$ cat config.mk
export PLATFORM = sky130hd
export DESIGN_NAME = uart_tx
export DESIGN_NICKNAME = d
export VERILOG_FILES = /design/src/rtl/uart_tx.sv
export SDC_FILE = /design/constraint.sdc
export NUM_CORES = 1
export LEC_CHECK = 0
export ABC_AREA = 1
export BUFFER_PORTS_ARGS = -buffer_cell sky130_fd_sc_hd__buf_2
export CAP_MARGIN = 20
export CORE_UTILIZATION = 45
export DETAILED_ROUTE_END_ITERATION = 7
export PLACE_DENSITY = 0.65
export SYNTH_ARGS = -nofsm -noshare
export SYNTH_HDL_FRONTEND = slang
export SYNTH_SLANG_ARGS = --single-unit
$ cat constraint.sdc
create_clock -name sys_clk -period 1.7 [get_ports sys_clk]
set_clock_uncertainty 0.05 [all_clocks]
set_input_delay 0.425 -clock sys_clk [delete_from_list [all_inputs] [get_ports sys_clk]]
set_output_delay 0.425 -clock sys_clk [all_outputs]
set_load 0.05 [all_outputs]
$ cat src/rtl/uart_tx.sv
// ---------------------------------------------------------------------------
// uart_tx -- serial UART transmitter.
//
// Sends one frame per accepted word on an idle-high line:
//   start bit (0), DATA_BITS data bits LSB first, optional parity bit,
//   stop bit (1) lasting STOP_BIT_TICKS ticks.
// Bit timing comes from tx_tick, an oversampling enable at 16 ticks per bit.
//
// Ports
//   sys_clk      : system clock, rising edge
//   rst          : synchronous active-high reset, aborts any frame
//   tx_tick      : 16x oversampling enable, one sys_clk wide
//   tx_start     : send request, honoured only while idle
//   tx_din       : word to send, captured on acceptance
//   tx_dout      : registered serial line
//   tx_busy      : high while a frame is in progress
//   tx_done_tick : one-cycle pulse in the last cycle of the stop bit
//   state_dbg    : current FSM state (IDLE=0 START=1 DATA=2 PARITY=3 STOP=4)
//
// Handshake: tx_start is a request sampled every cycle; it is accepted only
// when the FSM is IDLE (tx_busy=0). There is no queueing, so a request made
// while busy, or in the tx_done_tick cycle, is dropped.
// ---------------------------------------------------------------------------
module uart_tx #(
  parameter int DATA_BITS      = 8,
  parameter int STOP_BIT_TICKS = 16,
  parameter int PARITY_EN      = 0,
  parameter int PARITY_ODD     = 0
) (
  input  logic                 sys_clk,
  input  logic                 rst,
  input  logic                 tx_tick,
  input  logic                 tx_start,
  input  logic [DATA_BITS-1:0] tx_din,
  output logic                 tx_dout,
  output logic                 tx_busy,
  output logic                 tx_done_tick,
  output logic [2:0]           state_dbg
);

  // Tick counter must reach STOP_BIT_TICKS-1 when the stop bit is long.
  localparam int CW = (STOP_BIT_TICKS > 16) ? $clog2(STOP_BIT_TICKS) : 4;
  localparam int BW = $clog2(DATA_BITS);

  localparam logic [CW-1:0] BIT_LAST_TICK  = CW'(15);
  localparam logic [CW-1:0] STOP_LAST_TICK = CW'(STOP_BIT_TICKS - 1);
  localparam logic [BW-1:0] LAST_BIT       = BW'(DATA_BITS - 1);

  typedef enum logic [2:0] {
    IDLE   = 3'd0,
    START  = 3'd1,
    DATA   = 3'd2,
    PARITY = 3'd3,
    STOP   = 3'd4
  } state_t;

  state_t                 state_q, state_d;
  logic [CW-1:0]          tick_q, tick_d;
  logic [BW-1:0]          bit_q, bit_d;
  logic [DATA_BITS-1:0]   shreg_q, shreg_d;
  logic                   par_q, par_d;
  logic                   dout_q, dout_d;
  logic                   done;
  logic                   bit_end;
  logic                   stop_end;

  // A counted tick that completes a 16-tick bit / the stop period.
  assign bit_end  = tx_tick && (tick_q == BIT_LAST_TICK);
  assign stop_end = tx_tick && (tick_q == STOP_LAST_TICK);

  always_ff @(posedge sys_clk) begin
    if (rst) begin
      state_q <= IDLE;
      tick_q  <= '0;
      bit_q   <= '0;
      shreg_q <= '0;
      par_q   <= 1'b0;
      dout_q  <= 1'b1;
    end else begin
      state_q <= state_d;
      tick_q  <= tick_d;
      bit_q   <= bit_d;
      shreg_q <= shreg_d;
      par_q   <= par_d;
      dout_q  <= dout_d;
    end
  end

  always_comb begin
    state_d = state_q;
    tick_d  = tx_tick ? (tick_q + CW'(1)) : tick_q;
    bit_d   = bit_q;
    shreg_d = shreg_q;
    par_d   = par_q;
    done    = 1'b0;

    case (state_q)
      IDLE: begin
        // Ticks are not counted while idle, including the acceptance cycle.
        tick_d = '0;
        if (tx_start) begin
          shreg_d = tx_din;
          par_d   = (^tx_din) ^ (PARITY_ODD != 0);
          bit_d   = '0;
          state_d = START;
        end
      end
      START: begin
        if (bit_end) begin
          tick_d  = '0;
          bit_d   = '0;
          state_d = DATA;
        end
      end
      DATA: begin
        if (bit_end) begin
          tick_d  = '0;
          shreg_d = shreg_q >> 1;
          bit_d   = bit_q + BW'(1);
          if (bit_q == LAST_BIT) begin
            state_d = (PARITY_EN != 0) ? PARITY : STOP;
          end
        end
      end
      PARITY: begin
        if (bit_end) begin
          tick_d  = '0;
          state_d = STOP;
        end
      end
      STOP: begin
        if (stop_end) begin
          tick_d  = '0;
          done    = 1'b1;
          state_d = IDLE;
        end
      end
      default: begin
        tick_d  = '0;
        state_d = IDLE;
      end
    endcase
  end

  // The line value is computed from the next state so the registered
  // output lines up with the state register (no extra cycle of lag).
  always_comb begin
    dout_d = 1'b1;
    case (state_d)
      IDLE:    dout_d = 1'b1;
      START:   dout_d = 1'b0;
      DATA:    dout_d = shreg_d[0];
      PARITY:  dout_d = par_d;
      STOP:    dout_d = 1'b1;
      default: dout_d = 1'b1;
    endcase
  end

  assign tx_dout      = dout_q;
  assign tx_busy      = (state_q != IDLE);
  assign tx_done_tick = done;
  assign state_dbg    = state_q;

endmodule

After elaboration in Yosys (flattened, before gate mapping):

Index checks and enable logic that the tools add are counted.

* input port bits: 12
* word-level logic and storage cells: 51
* ROM bits: 0
* RAM bits: 0
* register bits: 20
* memories kept: 0
* latch bits: 0
* output and inout port bits: 6

* $lt $le $gt $ge: 0
* divide/modulo/power cells: 0
* eq/ne operators: 12
* reductions and logical operators: 10
* muxes and demuxes: 19
* bitwise gates (word level): 1
* shift operators: 0
* $mul: 0
* add/subtract/negate cells: 2

Operator list (count)
* 2-to-1 mux 3 bit: 9
* 2-to-1 mux 8 bit: 2
* one-hot mux 8 bit (2 select lines): 1
* one-hot mux 3 bit (5 select lines): 1
* == test 3 x 2 -> 1 bit (second input constant): 4
* one-hot mux 3 bit (3 select lines): 1
* parity 8 bit: 1
* == test 3 x 1 -> 1 bit (second input constant): 2
* == test 3 bit (second input constant): 2
* inequality test 2 bit (second input constant): 3
* nonzero test 3 bit: 2
* adder 4 x 1 -> 4 bit (second input constant): 1
* == test 4 bit (second input constant): 1
* 2-to-1 mux 1 bit: 4
* AND reduction 4 bit: 1
* OR reduction 4 bit: 1
* adder 3 x 1 -> 3 bit (second input constant): 1
* zero test 3 bit: 1
* one-hot mux 1 bit (3 select lines): 1
* AND reduction 3 bit: 1
* OR reduction 3 bit: 1
* nonzero test 2 bit: 1
* logical AND 1 bit: 1
* inverter 1 bit: 1

Logic depth before layout (Yosys ltp):

* depth after elaboration: 6
* mapped depth: 10
* gate-level depth less buffers: 10

Worst setup path before layout:

OpenSTA, ideal clock, no wires.

* kind: reg2out
* from: register state_q[2] (netlist: state_dbg[2])
* to: output port tx_done_tick
* path slack: -0.368 ns
* required time: 1.225 ns
* arrival time: 1.593 ns
* cell stages (with the launch flop): 3
* path buffers: 0
* cell sequence: dfxtp_1 -> nand3_1 -> nor2_1

* cells in the longest elaborated chain, start to end: 2

Ends and longest elaborated chain
* start: declaration: RTL line 57 `state_t state_q, state_d;`
* start signal: assignment: RTL line 80 `state_q <= state_d;`
* == test 3 bit: RTL line 97 `case (state_q)`
* 2-to-1 mux 1 bit: RTL line 97
* end: declaration: RTL line 37 `output logic tx_done_tick,`

Every way passes these cells.

Worst setup path after layout:

* from: register tick_q[1]
* to: output port tx_done_tick

* cells in the longest elaborated chain, start to end: 4

Ends and longest elaborated chain
* start: declaration: RTL line 58 `logic [CW-1:0] tick_q, tick_d;`
* start signal: assignment: RTL line 81 `tick_q <= tick_d;`
* == test 4 bit: RTL line 69 `assign stop_end = tx_tick && (tick_q == STOP_LAST_TICK);`
* logical AND 1 bit: RTL line 69
* 2-to-1 mux 1 bit: RTL line 132 `if (stop_end) begin`
* 2-to-1 mux 1 bit: RTL line 97

Every way passes these cells.

==> reports/results.ini <==
[synth]
yosysMostFrequentCell=nand2_1
syn_area_per_cell_um2=6.635
post_synth_instance_area_mm2=0.001227
yosysTopAreaCell=dfxtp_1
synth_edf_count=0
syn_nets=200
synth-seq-cells=20
synth_common_cells=71 x nand2_1, 22 x inv_1, 20 x dfxtp_1, 16 x nor2_1
synth_top_family_by_area=simple AND/OR/NAND/NOR gates
yosys.area_share.simple_pct=44.14
synth_warnings=0
synth-xor-area-share_pct=2.141
synth_top_cells_by_area=dfxtp_1 33%, nand2_1 22%, inv_1 6.7%
ys_seq_area_share_pct=32.62
synthAdderAreaFrac_pct=3.058
synth_ff_type=dfxtp_1
ys_types=27
synth_top_area_share_pct=32.62
synthArstFlopShare_pct=0
synth-compound-area-share_pct=9.174
synthMuxAreaShare_pct=0
synthCells=185

[floorplanning]
core_area_mm2=0.002522
rows=18
die_h_um=54.23
pin_count=18
die_w_um=54.23
start_util_pct=48.66
die_area_mm2=0.002940

[cells_and_area]
nFillCells=250
final_cell_area_mm2=0.001441
regArea_um2=406.6
num_antenna_cells=0
drive_gt1_share_pct=24.40
multi_input_area_um2=738.2
area_growth_pct=17.43
final_nets=225

[power]
vdd_drop_max_uv=436.7
power_density_mw_per_mm2=674.7
p_leak_nw=0.7735

[grt]
track_usage_pct=20.14
overflow=0
grt_pass1_vias=1063
grt_max_degree=14
antenna_found_initial=0
grt_pass1_wl_um=4319

[detailed_routing]
wl_met3_um=88
vias=1193
wl_met1_um=1156
dr_wl_met2_um=1226
drc=0
highest_layer=met4
dr.pass1.iters=4
wirelength_um=2492
via_per_inst=4.992
drtIter0Drc=27
wl_per_cell_um=10.43
final_antenna_net_count=0

[setup_path]
cp-end-kind=output pin
criticalPathCategory=reg -> out
path_cells=ha_4 -> nand4_4 -> nor2_2 -> buf_6
worstSetupStartpointType=flip-flop
cp.required_ps=1220
worstPathArrival_ps=1170
cp_max_fo=3
r2r_slack_ps=130
slowest_delay_ps=380
slowest_stage=dfxtp_2

[sta]
max_slew_margin_pct=79.89
rsz0062_at_grt=false
tightestPinTransition_ps=301.0
finalCritPeriodShare_pct=96.87
period_minus_slack_ps=1647
clock.fmax_mhz=607.2
drv_slew=0
layout_setup_ws_ps=53.20
hold_viol_final=0
finalSetupViolations=0

[cts]
cts_tree=built
clk_pin_slew_ps=110
clock-sinks=20
clk_latency_ps=290
cts_root_buf=clkbuf_4
cts_buffer_depth=2
holdBufCountCts=0
numCtsBuffers=3
htree_levels=1

[outcome]
status=finished, final reports clean

[flow_run]
drv_cap=0

[placed_design]
post-place-ws_ps=80.12
dpl.hpwl_um=1841
place.gp.congestion=0.7679
port_buffers=17
placed_area_mm2=0.001340

[worst_hold_path]
min_path_type=in -> reg

[critical path, delay by kind of cell (launching register included)]
family	cells	cell delay, ps
DFF	1	380
and+or+nand+nor	2	190
buffers and inverters	1	160
adders and majority gates	1	150
[final timing paths]
| check | from | endpoint | cells past startpoint |
|---|---|---|---|
| max | tick_q[1] | tx_done_tick | 4 |
| min | tx_din[7] | shreg_q[7] | 3 |
| max reg2reg | tick_q[1] | tx_dout | 10 |
| min reg2reg | shreg_q[6] | shreg_q[6] | 2 |
[cell families (layout without fill, tap and decap cells)]
kind of cell               Yosys count  in the layout
AOI/OAI and AO/OA                   20             20
xor gates and xnor gates             3              3
adders and majority gates            3              3
buffers and inverters               26             50
DFF                                 20             20
and+or+nand+nor                    113            113
[stage by stage]
stage          setup TNS (ps)  cells  hold WS [ps]  total power [mW]  util, %
3_3_place_gp                0    230         403.7            0.7031    53.13
6_report                    0    239         351.9            0.9725    57.14
4_1_cts                     0    236         342.3            0.9826    56.05
2_1_floorplan          -44.47    185         388.9            0.6614        -
3_5_place_dp                0    230         408.2            0.7082    53.13
5_1_grt                     0    239         357.3             1.027    57.14
[area by class of cell]
type / count / area share, %
timing repair buffer: 23 / 9.462
inverter: 23 / 5.990
multi-input combinational: 139 / 51.22
clock buffer: 4 / 2.517
tap: 30 / 2.604
sequential: 20 / 28.21
[cells in the final DEF, fill, tap and decap left out, drive strengths merged, types with 2 or more instances in the layout]
cell     n
nand3   10
a31oi    4
buf     23
nor3     2
a21oi    8
o21ai    5
clkbuf   4
a22oi    3
nand4    3
dfxtp   20
xor2     2
nand2   75
nor2    20
ha       3
inv     23
[what timing repair did]
item,in CTS,in global routing
pin swaps,2,2
endpoints found under the setup margin,1,2
gates resized for setup,8,2
setup buffers,2,3
[report_power, final]
group | switching [mW] | internal [mW]
Combinational | 0.129 | 0.0683
Sequential | 0.0146 | 0.491
Clock | 0.139 | 0.130
Total | 0.283 | 0.690
[flip-flops by register name (all words and copies together) (netlist names)]
signal,count
tx_dout,1
par_q,1
shreg_q,8
state_dbg,3
tick_q,4
bit_q,3
[metal layers]
layer	global-route usage (%)	vias up
met5	0	-
met4	5.128	0
met3	3.333	2
met2	36.18	27
met1	24.62	531
li1	-	633
(Power assumes the default switching activity.)
